### config.mk
export PLATFORM = sky130hd
export DESIGN_NAME = hazard_stall_controller_flat
export DESIGN_NICKNAME = d
export VERILOG_FILES = /design/src/rtl/hazard_stall_controller_if.sv /design/src/rtl/hazard_stall_controller.sv /design/src/flat_wrapper.sv
export SDC_FILE = /design/constraint.sdc
export NUM_CORES = 1
export LEC_CHECK = 0
export ABC_AREA = 1
export BUFFER_PORTS_ARGS = -buffer_cell sky130_fd_sc_hd__buf_4
export CAP_MARGIN = 10
export CORE_MARGIN = 1
export CORE_UTILIZATION = 50
export CTS_CLUSTER_DIAMETER = 50
export DETAILED_ROUTE_END_ITERATION = 8
export PLACE_DENSITY = 0.78
export SLEW_MARGIN = 20
export SYNTH_ARGS = -nofsm -noshare
export SYNTH_HDL_FRONTEND = slang
export SYNTH_SLANG_ARGS = --single-unit
### constraint.sdc
create_clock -name clk -period 4.95 [get_ports clk]
set_input_delay 0.99 -clock clk [delete_from_list [all_inputs] [get_ports clk]]
set_output_delay 0.99 -clock clk [all_outputs]
set_load 0.02 [all_outputs]
### src/rtl/hazard_stall_controller_if.sv
// Signal bundle between the 5-stage pipeline and its hazard/stall controller.
// The pipeline side drives hazard information; the controller returns register controls.
interface hazard_stall_controller_if #(
    parameter int STALL_CNT_WIDTH = 16
);
    logic [4:0]                 ifIdRs;
    logic [4:0]                 ifIdRt;
    logic                       ifIdUsesRt;
    logic                       idExMemRead;
    logic [4:0]                 idExRt;
    logic                       mulStart;
    logic                       branchTaken;
    logic                       pcWrite;
    logic                       ifIdWrite;
    logic                       ifIdFlush;
    logic                       idExWrite;
    logic                       idExBubble;
    logic                       exMemBubble;
    logic                       mulCapture;
    logic [1:0]                 state;
    logic [STALL_CNT_WIDTH-1:0] stallCycles;

    modport master (
        output ifIdRs, ifIdRt, ifIdUsesRt, idExMemRead, idExRt, mulStart, branchTaken,
        input  pcWrite, ifIdWrite, ifIdFlush, idExWrite, idExBubble, exMemBubble,
               mulCapture, state, stallCycles
    );

    modport slave (
        input  ifIdRs, ifIdRt, ifIdUsesRt, idExMemRead, idExRt, mulStart, branchTaken,
        output pcWrite, ifIdWrite, ifIdFlush, idExWrite, idExBubble, exMemBubble,
               mulCapture, state, stallCycles
    );
endinterface

### src/rtl/hazard_stall_controller.sv
// Load-use stall, multiply freeze and branch flush sequencing for the 5-stage core.
// State advances on the falling clock edge, in step with the pipeline registers.
module hazard_stall_controller #(
    parameter int MUL_CYCLES      = 4,
    parameter int CNT_WIDTH       = 4,
    parameter int STALL_CNT_WIDTH = 16
) (
    input logic                     clk,
    input logic                     reset,
    hazard_stall_controller_if.slave bus
);
    typedef enum logic [1:0] {
        RUN      = 2'd0,
        MUL_WAIT = 2'd1,
        MUL_DONE = 2'd2
    } state_t;

    state_t                     curState, nextState;
    logic [CNT_WIDTH-1:0]       cnt, cntNext;
    logic [STALL_CNT_WIDTH-1:0] stallCnt;
    logic                       loadUse;
    logic pcWrite, ifIdWrite, ifIdFlush, idExWrite, idExBubble, exMemBubble, mulCapture;

    assign loadUse = bus.idExMemRead && (bus.idExRt != 5'd0) &&
                     ((bus.idExRt == bus.ifIdRs) ||
                      (bus.ifIdUsesRt && (bus.idExRt == bus.ifIdRt)));

    always_comb begin
        pcWrite     = 1'b1;
        ifIdWrite   = 1'b1;
        idExWrite   = 1'b1;
        ifIdFlush   = 1'b0;
        idExBubble  = 1'b0;
        exMemBubble = 1'b0;
        mulCapture  = 1'b0;
        nextState   = curState;
        cntNext     = cnt;

        case (curState)
            RUN: begin
                if (bus.mulStart) begin
                    pcWrite     = 1'b0;
                    ifIdWrite   = 1'b0;
                    idExWrite   = 1'b0;
                    exMemBubble = 1'b1;
                    cntNext     = CNT_WIDTH'(MUL_CYCLES - 2);
                    // A two-cycle multiply has no wait phase at all
                    nextState   = (MUL_CYCLES == 2) ? MUL_DONE : MUL_WAIT;
                end else if (bus.branchTaken) begin
                    ifIdFlush = 1'b1;
                end else if (loadUse) begin
                    pcWrite    = 1'b0;
                    ifIdWrite  = 1'b0;
                    idExBubble = 1'b1;
                end
            end
            MUL_WAIT: begin
                pcWrite     = 1'b0;
                ifIdWrite   = 1'b0;
                idExWrite   = 1'b0;
                exMemBubble = 1'b1;
                cntNext     = cnt - CNT_WIDTH'(1);
                if (cnt == CNT_WIDTH'(1)) nextState = MUL_DONE;
            end
            MUL_DONE: begin
                // mulStart still flags the finishing multiply, so it is not a new one
                mulCapture = 1'b1;
                nextState  = RUN;
                if (bus.branchTaken) begin
                    ifIdFlush = 1'b1;
                end else if (loadUse) begin
                    pcWrite    = 1'b0;
                    ifIdWrite  = 1'b0;
                    idExBubble = 1'b1;
                end
            end
            default: nextState = RUN;
        endcase

        if (reset) begin
            pcWrite     = 1'b0;
            ifIdWrite   = 1'b0;
            idExWrite   = 1'b0;
            idExBubble  = 1'b1;
            exMemBubble = 1'b1;
            ifIdFlush   = 1'b0;
            mulCapture  = 1'b0;
        end
    end

    always_ff @(negedge clk or posedge reset) begin
        if (reset) begin
            curState <= RUN;
            cnt      <= '0;
            stallCnt <= '0;
        end else begin
            curState <= nextState;
            cnt      <= cntNext;
            if (!pcWrite && (stallCnt != '1)) stallCnt <= stallCnt + STALL_CNT_WIDTH'(1);
        end
    end

    assign bus.pcWrite     = pcWrite;
    assign bus.ifIdWrite   = ifIdWrite;
    assign bus.ifIdFlush   = ifIdFlush;
    assign bus.idExWrite   = idExWrite;
    assign bus.idExBubble  = idExBubble;
    assign bus.exMemBubble = exMemBubble;
    assign bus.mulCapture  = mulCapture;
    assign bus.state       = curState;
    assign bus.stallCycles = stallCnt;
endmodule

### src/flat_wrapper.sv
// flat-port wrapper written by rule: the top's interface ports become plain ports
module hazard_stall_controller_flat 
#(
    parameter int MUL_CYCLES      = 4,
    parameter int CNT_WIDTH       = 4,
    parameter int STALL_CNT_WIDTH = 16
)
  (clk, reset, bus_ifIdRs, bus_ifIdRt, bus_ifIdUsesRt, bus_idExMemRead, bus_idExRt, bus_mulStart, bus_branchTaken, bus_pcWrite, bus_ifIdWrite, bus_ifIdFlush, bus_idExWrite, bus_idExBubble, bus_exMemBubble, bus_mulCapture, bus_state, bus_stallCycles);
  hazard_stall_controller_if #(.STALL_CNT_WIDTH(STALL_CNT_WIDTH)) bus_i ();
  input logic clk;
  input logic reset;
  input wire logic [$bits(bus_i.ifIdRs)-1:0] bus_ifIdRs;
  input wire logic [$bits(bus_i.ifIdRt)-1:0] bus_ifIdRt;
  input wire logic [$bits(bus_i.ifIdUsesRt)-1:0] bus_ifIdUsesRt;
  input wire logic [$bits(bus_i.idExMemRead)-1:0] bus_idExMemRead;
  input wire logic [$bits(bus_i.idExRt)-1:0] bus_idExRt;
  input wire logic [$bits(bus_i.mulStart)-1:0] bus_mulStart;
  input wire logic [$bits(bus_i.branchTaken)-1:0] bus_branchTaken;
  output wire logic [$bits(bus_i.pcWrite)-1:0] bus_pcWrite;
  output wire logic [$bits(bus_i.ifIdWrite)-1:0] bus_ifIdWrite;
  output wire logic [$bits(bus_i.ifIdFlush)-1:0] bus_ifIdFlush;
  output wire logic [$bits(bus_i.idExWrite)-1:0] bus_idExWrite;
  output wire logic [$bits(bus_i.idExBubble)-1:0] bus_idExBubble;
  output wire logic [$bits(bus_i.exMemBubble)-1:0] bus_exMemBubble;
  output wire logic [$bits(bus_i.mulCapture)-1:0] bus_mulCapture;
  output wire logic [$bits(bus_i.state)-1:0] bus_state;
  output wire logic [$bits(bus_i.stallCycles)-1:0] bus_stallCycles;
  assign bus_i.ifIdRs = bus_ifIdRs;
  assign bus_i.ifIdRt = bus_ifIdRt;
  assign bus_i.ifIdUsesRt = bus_ifIdUsesRt;
  assign bus_i.idExMemRead = bus_idExMemRead;
  assign bus_i.idExRt = bus_idExRt;
  assign bus_i.mulStart = bus_mulStart;
  assign bus_i.branchTaken = bus_branchTaken;
  assign bus_pcWrite = bus_i.pcWrite;
  assign bus_ifIdWrite = bus_i.ifIdWrite;
  assign bus_ifIdFlush = bus_i.ifIdFlush;
  assign bus_idExWrite = bus_i.idExWrite;
  assign bus_idExBubble = bus_i.idExBubble;
  assign bus_exMemBubble = bus_i.exMemBubble;
  assign bus_mulCapture = bus_i.mulCapture;
  assign bus_state = bus_i.state;
  assign bus_stallCycles = bus_i.stallCycles;
  hazard_stall_controller #(.MUL_CYCLES(MUL_CYCLES), .CNT_WIDTH(CNT_WIDTH), .STALL_CNT_WIDTH(STALL_CNT_WIDTH)) u_core (.clk(clk), .reset(reset), .bus(bus_i));
endmodule
**Yosys cells after proc, flatten, opt, wreduce, memory -nomap -nowiden**

Cells that the tools add are included.

- Register bits: 22
- Bits of input ports: 21
- Output and inout port bits: 25
- Logic and storage cells: 51

- $add $sub $neg: 2
- Equality and inequality tests: 8
- Mux-type cells: 27
- Reductions and logical operators: 11

Operators by type and width:

| kind | count |
|---|---|
| $mux W1 | 17 |
| $add A16 B1 Y16 const B | 1 |
| $ne A16 B16 Y1 const B | 1 |
| $eq A5 B5 Y1 | 2 |
| $pmux W1 S2 | 4 |
| $pmux W4 S2 | 1 |
| $reduce_bool A5 Y1 | 1 |
| $eq A4 B1 Y1 const B | 1 |
| $logic_and A1 B1 Y1 | 4 |
| $mux W2 | 2 |
| $mux W4 | 1 |
| $pmux W2 S2 | 1 |
| $reduce_and A2 Y1 | 2 |
| $sub A4 B1 Y4 const B | 1 |
| $pmux W1 S3 | 1 |
| $eq A2 B1 Y1 const B | 1 |
| $eq A2 B2 Y1 const B | 1 |
| $logic_not A2 Y1 | 1 |
| $ne A2 B1 Y1 const B | 1 |
| $ne A2 B2 Y1 const B | 1 |
| $reduce_bool A2 Y1 | 1 |
| $logic_not A1 Y1 | 1 |
| $logic_or A1 B1 Y1 | 1 |

**Logic depth before layout (Yosys ltp)**

Gate-level depths: netlist of run 1.

- Depth in word-level cells: 11
- Gate-level depth with buffers: 12
- Depth with buffers taken out: 11

==> metrics, run 1 <==
Placer Congestion=0.877; switching pwr=0.000328 W; cell taking the most area after synthesis=dfrtn_1; DRC=3; Yosys top cell area share=0.353; Num CTS Buffers=3; Comb power frac=0.511; slowest CP cell=dfrtn_1; gr usage total=0.219; worst clock skew=0.00501 ns; pin slew with the least headroom to its limit=0.377 ns; Placement Cell Area=0.00192 mm²; switching share of power=0.433; worst path required time=3.96 ns; Largest stage delay, worst path=0.49 ns; r2r startpoint=u_core.bus.stallCycles[0]; Internal=0.000429 W; Setup crit end kind=primary output; Worst Min Path Start=u_core.cnt[3]; Hold EP=u_core.cnt[3]; Cells after Synth=229; flops & latches, synth=22; Largest delay share family, worst path=flip-flops; pre-CTS setup slack=0.177 ns; Die Y=57.8 µm; Clk Latency, worst-skew pair=0.30 ns; clock root buffer=clkbuf_4; Clock Path Buffers=2; Worst-path clk slew=0.07 ns; CP bufs+invs=4; depth of the most critical reg-to-reg path=6; DR pass1 iterations=6; antenna violations before repair=0; Worst Hold Depth=1; # setup viols final=0; RSZ-0062 raised after global routing=true; total wire length=3410 µm; CTS tree=built; max-slew violation count=0; Ant. Diodes=0; CP Cell Sequence=nor2_4 > inv_2 > nand2_2 > nor2_4 > buf_6 > inv_2 > buf_6; PwrDens=379 mW/mm²; Post-Place Cells=302; Setup CP Type=register to primary output; design area=0.00200 mm²; Lkg Pwr=1.12 nW; Slew headroom=0.747; share of cells above drive strength 1=0.249; failing checks=design-rule violations; Total Power=0.000757 W; fill count=244; Synth warnings=0; grt total ovfl=0; Rows=19; Num Clock Sinks=22; HP Class=register to register; Worst Path Arrival=3.91 ns; Post-DP HPWL=2610 µm; post-synthesis cell area=0.00156 mm²; largest net degree at the start of global routing=24; final worst setup slack=0.0537 ns; r2r setup slk=3.18 ns; die area=0.00335 mm²; vias in the first global route=1388; wire per inst=11.1 µm; first-pass GRT wire length=5780 µm; Setup crit start=u_core.bus.state[1]; P&R area growth vs syn=28.2%; die width=57.8 µm; Clk pwr share=0.102; peak supply drop=0.222 mV; hold_ws=0.407 ns; Syn Nets=253; Final #Nets=303; share of power burned in registers=0.387; ANT nets after route=0; via count=1540; Worst setup SP type=register; DRT iter0 DRCs=73; CTS H-tree lvls=1; Non-Filler Instances=308; worst-path fanout max=4; core area=0.00285 mm²; max cap viols=0; R2R Path End=u_core.bus.stallCycles[14]; routed vias/inst=5.00; # IOs=46; top post-synthesis cells by area=dfrtn_1 (35%), nand2_1 (21%), nand3_1 (9.6%); Cell variety after synth=23; Starting Density=0.546; Port Buffers=45; final hold violation count=0; outcome=finished with violations; average size of a mapped cell=6.81 µm²; sequential area share after synthesis=0.353
## routing by layer
metal,GRT usage,share of wire
met1,0.287,0.48
met2,0.376,0.47
met3,0.0335,0.047
met4,0.0612,0.0082
met5,0,0
## synth_stat cells
cell type,instances
nand2_4,2
ha_1,3
o21ai_0,3
nor3_1,6
nand3_1,30
nor2_4,1
mux2i_1,1
nand4_1,2
inv_2,6
nand3b_1,1
dfrtn_1,22
xnor2_1,9
inv_1,24
nor2_2,2
buf_2,1
buf_6,1
nor2_1,19
o211ai_1,1
nand2_1,86
xor2_1,5
nand3_2,1
buf_4,2
nand4_4,1
## what timing repair did
action | in CTS | in global routing
pin swaps | 2 | 0
setup buffers | 3 | 0
resized for setup | 5 | 4
hold buffers | 0 | 0
endpoints found under the setup margin | 2 | 3
## state kept, by name, indices dropped and copies added, names as in the netlist
signal                  count
u_core.cnt                  4
u_core.bus.stallCycles     16
u_core.bus.state            2
## how the worst max path moves through the flow
stage	depth (start not counted)	to	slack [ns]
after detailed placement	8	bus_pcWrite	0.18
after floorplan	8	bus_pcWrite	0.004
after global placement	8	bus_ifIdWrite	0.17
after CTS	7	bus_exMemBubble	0.02
after global routing	7	bus_exMemBubble	-0.03
final	7	bus_exMemBubble	0.05
## through the flow
stage	setup TNS [ns]	util
finish	0	0.700
detailed placement	0	0.673
CTS	0	0.696
global placement	0	0.673
floorplan	0	-
global route	-0.0349	0.700
## logic make-up after synthesis
family / after synthesis / synth area share
DFF: 22 / 0.353
buffers and inverters: 34 / 0.0923
AOI/OAI and AO/OA: 4 / 0.0144
and+or+nand+nor: 151 / 0.431
muxes: 1 / 0.00642
xor gates and xnor gates: 14 / 0.0787
adders and majority gates: 3 / 0.0241
## power by group through the flow
stage | combinational (W) | sequential (W) | clock [W]
after global routing | 0.000431 | 0.000301 | 0.0000881
after CTS | 0.000385 | 0.000293 | 0.0000816
after floorplan | 0.000215 | 0.000326 | 0
after global placement | 0.000357 | 0.000296 | 0
after detailed placement | 0.000361 | 0.000296 | 0
final | 0.000387 | 0.000293 | 0.0000771
## cells in the final DEF, fill, tap and decap left out, types with 2 or more instances in the layout
cell	synthesis	routed
buf_4	2	45
buf_6	1	4
clkbuf_4	0	3
dfrtn_1	22	22
ha_1	3	3
inv_1	24	22
inv_2	6	7
nand2_1	86	84
nand2_2	0	2
nand3_1	30	30
nand4_1	2	2
nor2_1	19	19
nor2_4	1	3
nor3_1	6	6
o21ai_0	3	3
xnor2_1	9	9
xor2_1	5	5
## final cells by class
| class | count | area [µm²] | share of cell area |
|---|---|---|---|
| Inverter | 30 | 115 | 0.0576 |
| Multi-Input combinational cell | 173 | 888 | 0.445 |
| Clock buffer | 3 | 22.5 | 0.0113 |
| Timing Repair Buffer | 49 | 383 | 0.192 |
| Tap cell | 31 | 38.8 | 0.0194 |
| Sequential cell | 22 | 551 | 0.276 |
(Power assumes the default switching activity.)
==> inputs of run 2 (changes only) <==
==> constraint.sdc (replaced) <==
create_clock -name clk -period 5.6 [get_ports clk]
set_input_delay 1.12 -clock clk [delete_from_list [all_inputs] [get_ports clk]]
set_output_delay 1.12 -clock clk [all_outputs]
set_load 0.02 [all_outputs]
==> metrics, run 2 (synthesis gave the netlist of run 1 again) <==
outcome=finished with violations; failing checks=design-rule violations; routed vias/inst=5.01; Worst-path clk slew=0.08 ns; PwrDens=359 mW/mm²; Setup CP Type=register to primary output; GRT met3 Usage=0.0424; via count=1552; r2r setup slk=3.84 ns; Placer Congestion=0.848; Post-Route Utilization=0.706; die width=57.8 µm; r2r startpoint=u_core.bus.stallCycles[0]; core area=0.00285 mm²; depth of the most critical reg-to-reg path=6; max cap viols=0; commonest non-fill, non-tap cell in the layout=nand2_1; Worst setup SP type=register; met2 Use GR=0.379; ANT nets after route=0; FF/Latch Area=551 µm²; Largest stage delay, worst path=0.50 ns; RSZ-0062 raised after global routing=false; Num CTS Buffers=3; CTS H-tree lvls=1; antenna violations before repair=0; Lkg Pwr=1.14 nW; Post-DP HPWL=2610 µm; Port Buffers=45; Largest delay share family, worst path=flip-flops; slowest CP cell=dfrtn_1; HP Class=register to register; # IOs=46; worst path required time=4.48 ns; CP Cell Sequence=nor2_4 > inv_2 > nand2_1 > nor2_4 > nand2_8 > inv_1 > buf_4; routing usage on met1=0.291; Starting Density=0.546; DR pass1 iterations=6; # setup viols final=0; largest net degree at the start of global routing=19; clock root buffer=clkbuf_4; Worst Min Path Start=u_core.cnt[3]; Hold EP=u_core.cnt[3]; CTS tree=built; CP bufs+invs=3; vias in the first global route=1372; Final #Nets=304; DRT iter0 DRCs=85; grt peak-use layer=met2; gr usage total=0.221; Setup crit start=u_core.bus.state[1]; DRC=4; P&R area growth vs syn=29.1%; Worst Path Arrival=4.38 ns; Post-CTS Hold Buffers=0; grt total ovfl=0; Die Y=57.8 µm; share of cells above drive strength 1=0.240; Worst Hold Depth=1; fill count=249; most frequent cells in the layout=nand2_1 (86), buf_4 (50), nand3_1 (30), inv_1 (24), dfrtn_1 (22); final hold violation count=0; Num Clock Sinks=22; Clk Latency, worst-skew pair=0.31 ns; setup tns final=0 ns; R2R Path End=u_core.bus.stallCycles[12]; Slew headroom=0.739; peak supply drop=0.205 mV; Rows=19; max-slew violation count=0; wire per inst=11.4 µm; Ant. Diodes=0; die area=0.00335 mm²; total wire length=3520 µm; first-pass GRT wire length=5800 µm; pin slew with the least headroom to its limit=0.389 ns; Clock Path Buffers=2; Crit path top cell by count=nor2_4; max reg flops=16; worst clock skew=0.00156 ns; worst-path fanout max=12; area of the multi-input gates=883 µm²; Setup crit end kind=primary output
[run 2: cell count changes in the layout (fill, tap and decap cells not counted), sizes merged]
cell and delta:
buf +1, bufinv +1
[run 2: layout make-up]
| type | instances | area share |
|---|---|---|
| Clock inverter | 1 | 0.0149 |
| Clock buffer | 3 | 0.0112 |
| Tap cell | 31 | 0.0193 |
| Inverter | 30 | 0.0559 |
| Multi-Input combinational cell | 173 | 0.439 |
| Timing Repair Buffer | 50 | 0.186 |
| Sequential cell | 22 | 0.273 |
[run 2: worst max-delay path by stage]
stage | end | depth (start not counted)
after global placement | bus_pcWrite | 8
after detailed placement | bus_ifIdWrite | 8
after floorplan | bus_pcWrite | 8
after CTS | bus_ifIdWrite | 8
after global routing | bus_pcWrite | 7
final | bus_ifIdWrite | 7
[run 2: stage by stage]
stage | cell area, µm² | worst slack, ns | power, W | hold slack (ns) | instances
CTS | 1970 | 0.00310 | 0.000711 | 0.432 | 306
floorplan | 1560 | 0.0714 | 0.000476 | 0.389 | 229
finish | 2010 | 0.0950 | 0.000723 | 0.428 | 310
global placement | 1920 | 0.403 | 0.000574 | 0.415 | 302
detailed placement | 1920 | 0.354 | 0.000586 | 0.431 | 302
global route | 2010 | 0.0178 | 0.000776 | 0.468 | 310
[run 2: what timing repair did]
action                                  in CTS  in global routing
endpoints found under the setup margin       0                  2
gates resized for setup                      0                  2
setup buffers                                0                  4
endpoints found under the hold margin        0                  0
[run 2: metal layers]
metal  up-vias  part of all wire
met4         0             0.012
met1       689              0.46
li1        815                 -
met3         6             0.053
met2        42              0.48
met5         -                 0
[run 2: where the power goes]
group	internal, W	leakage [nW]	switching, W	total [W]
clock	0.0000724	0.0279	0.0000497	0.000122
combinational	0.000141	0.822	0.000196	0.000337
sequential	0.000207	0.287	0.0000556	0.000263
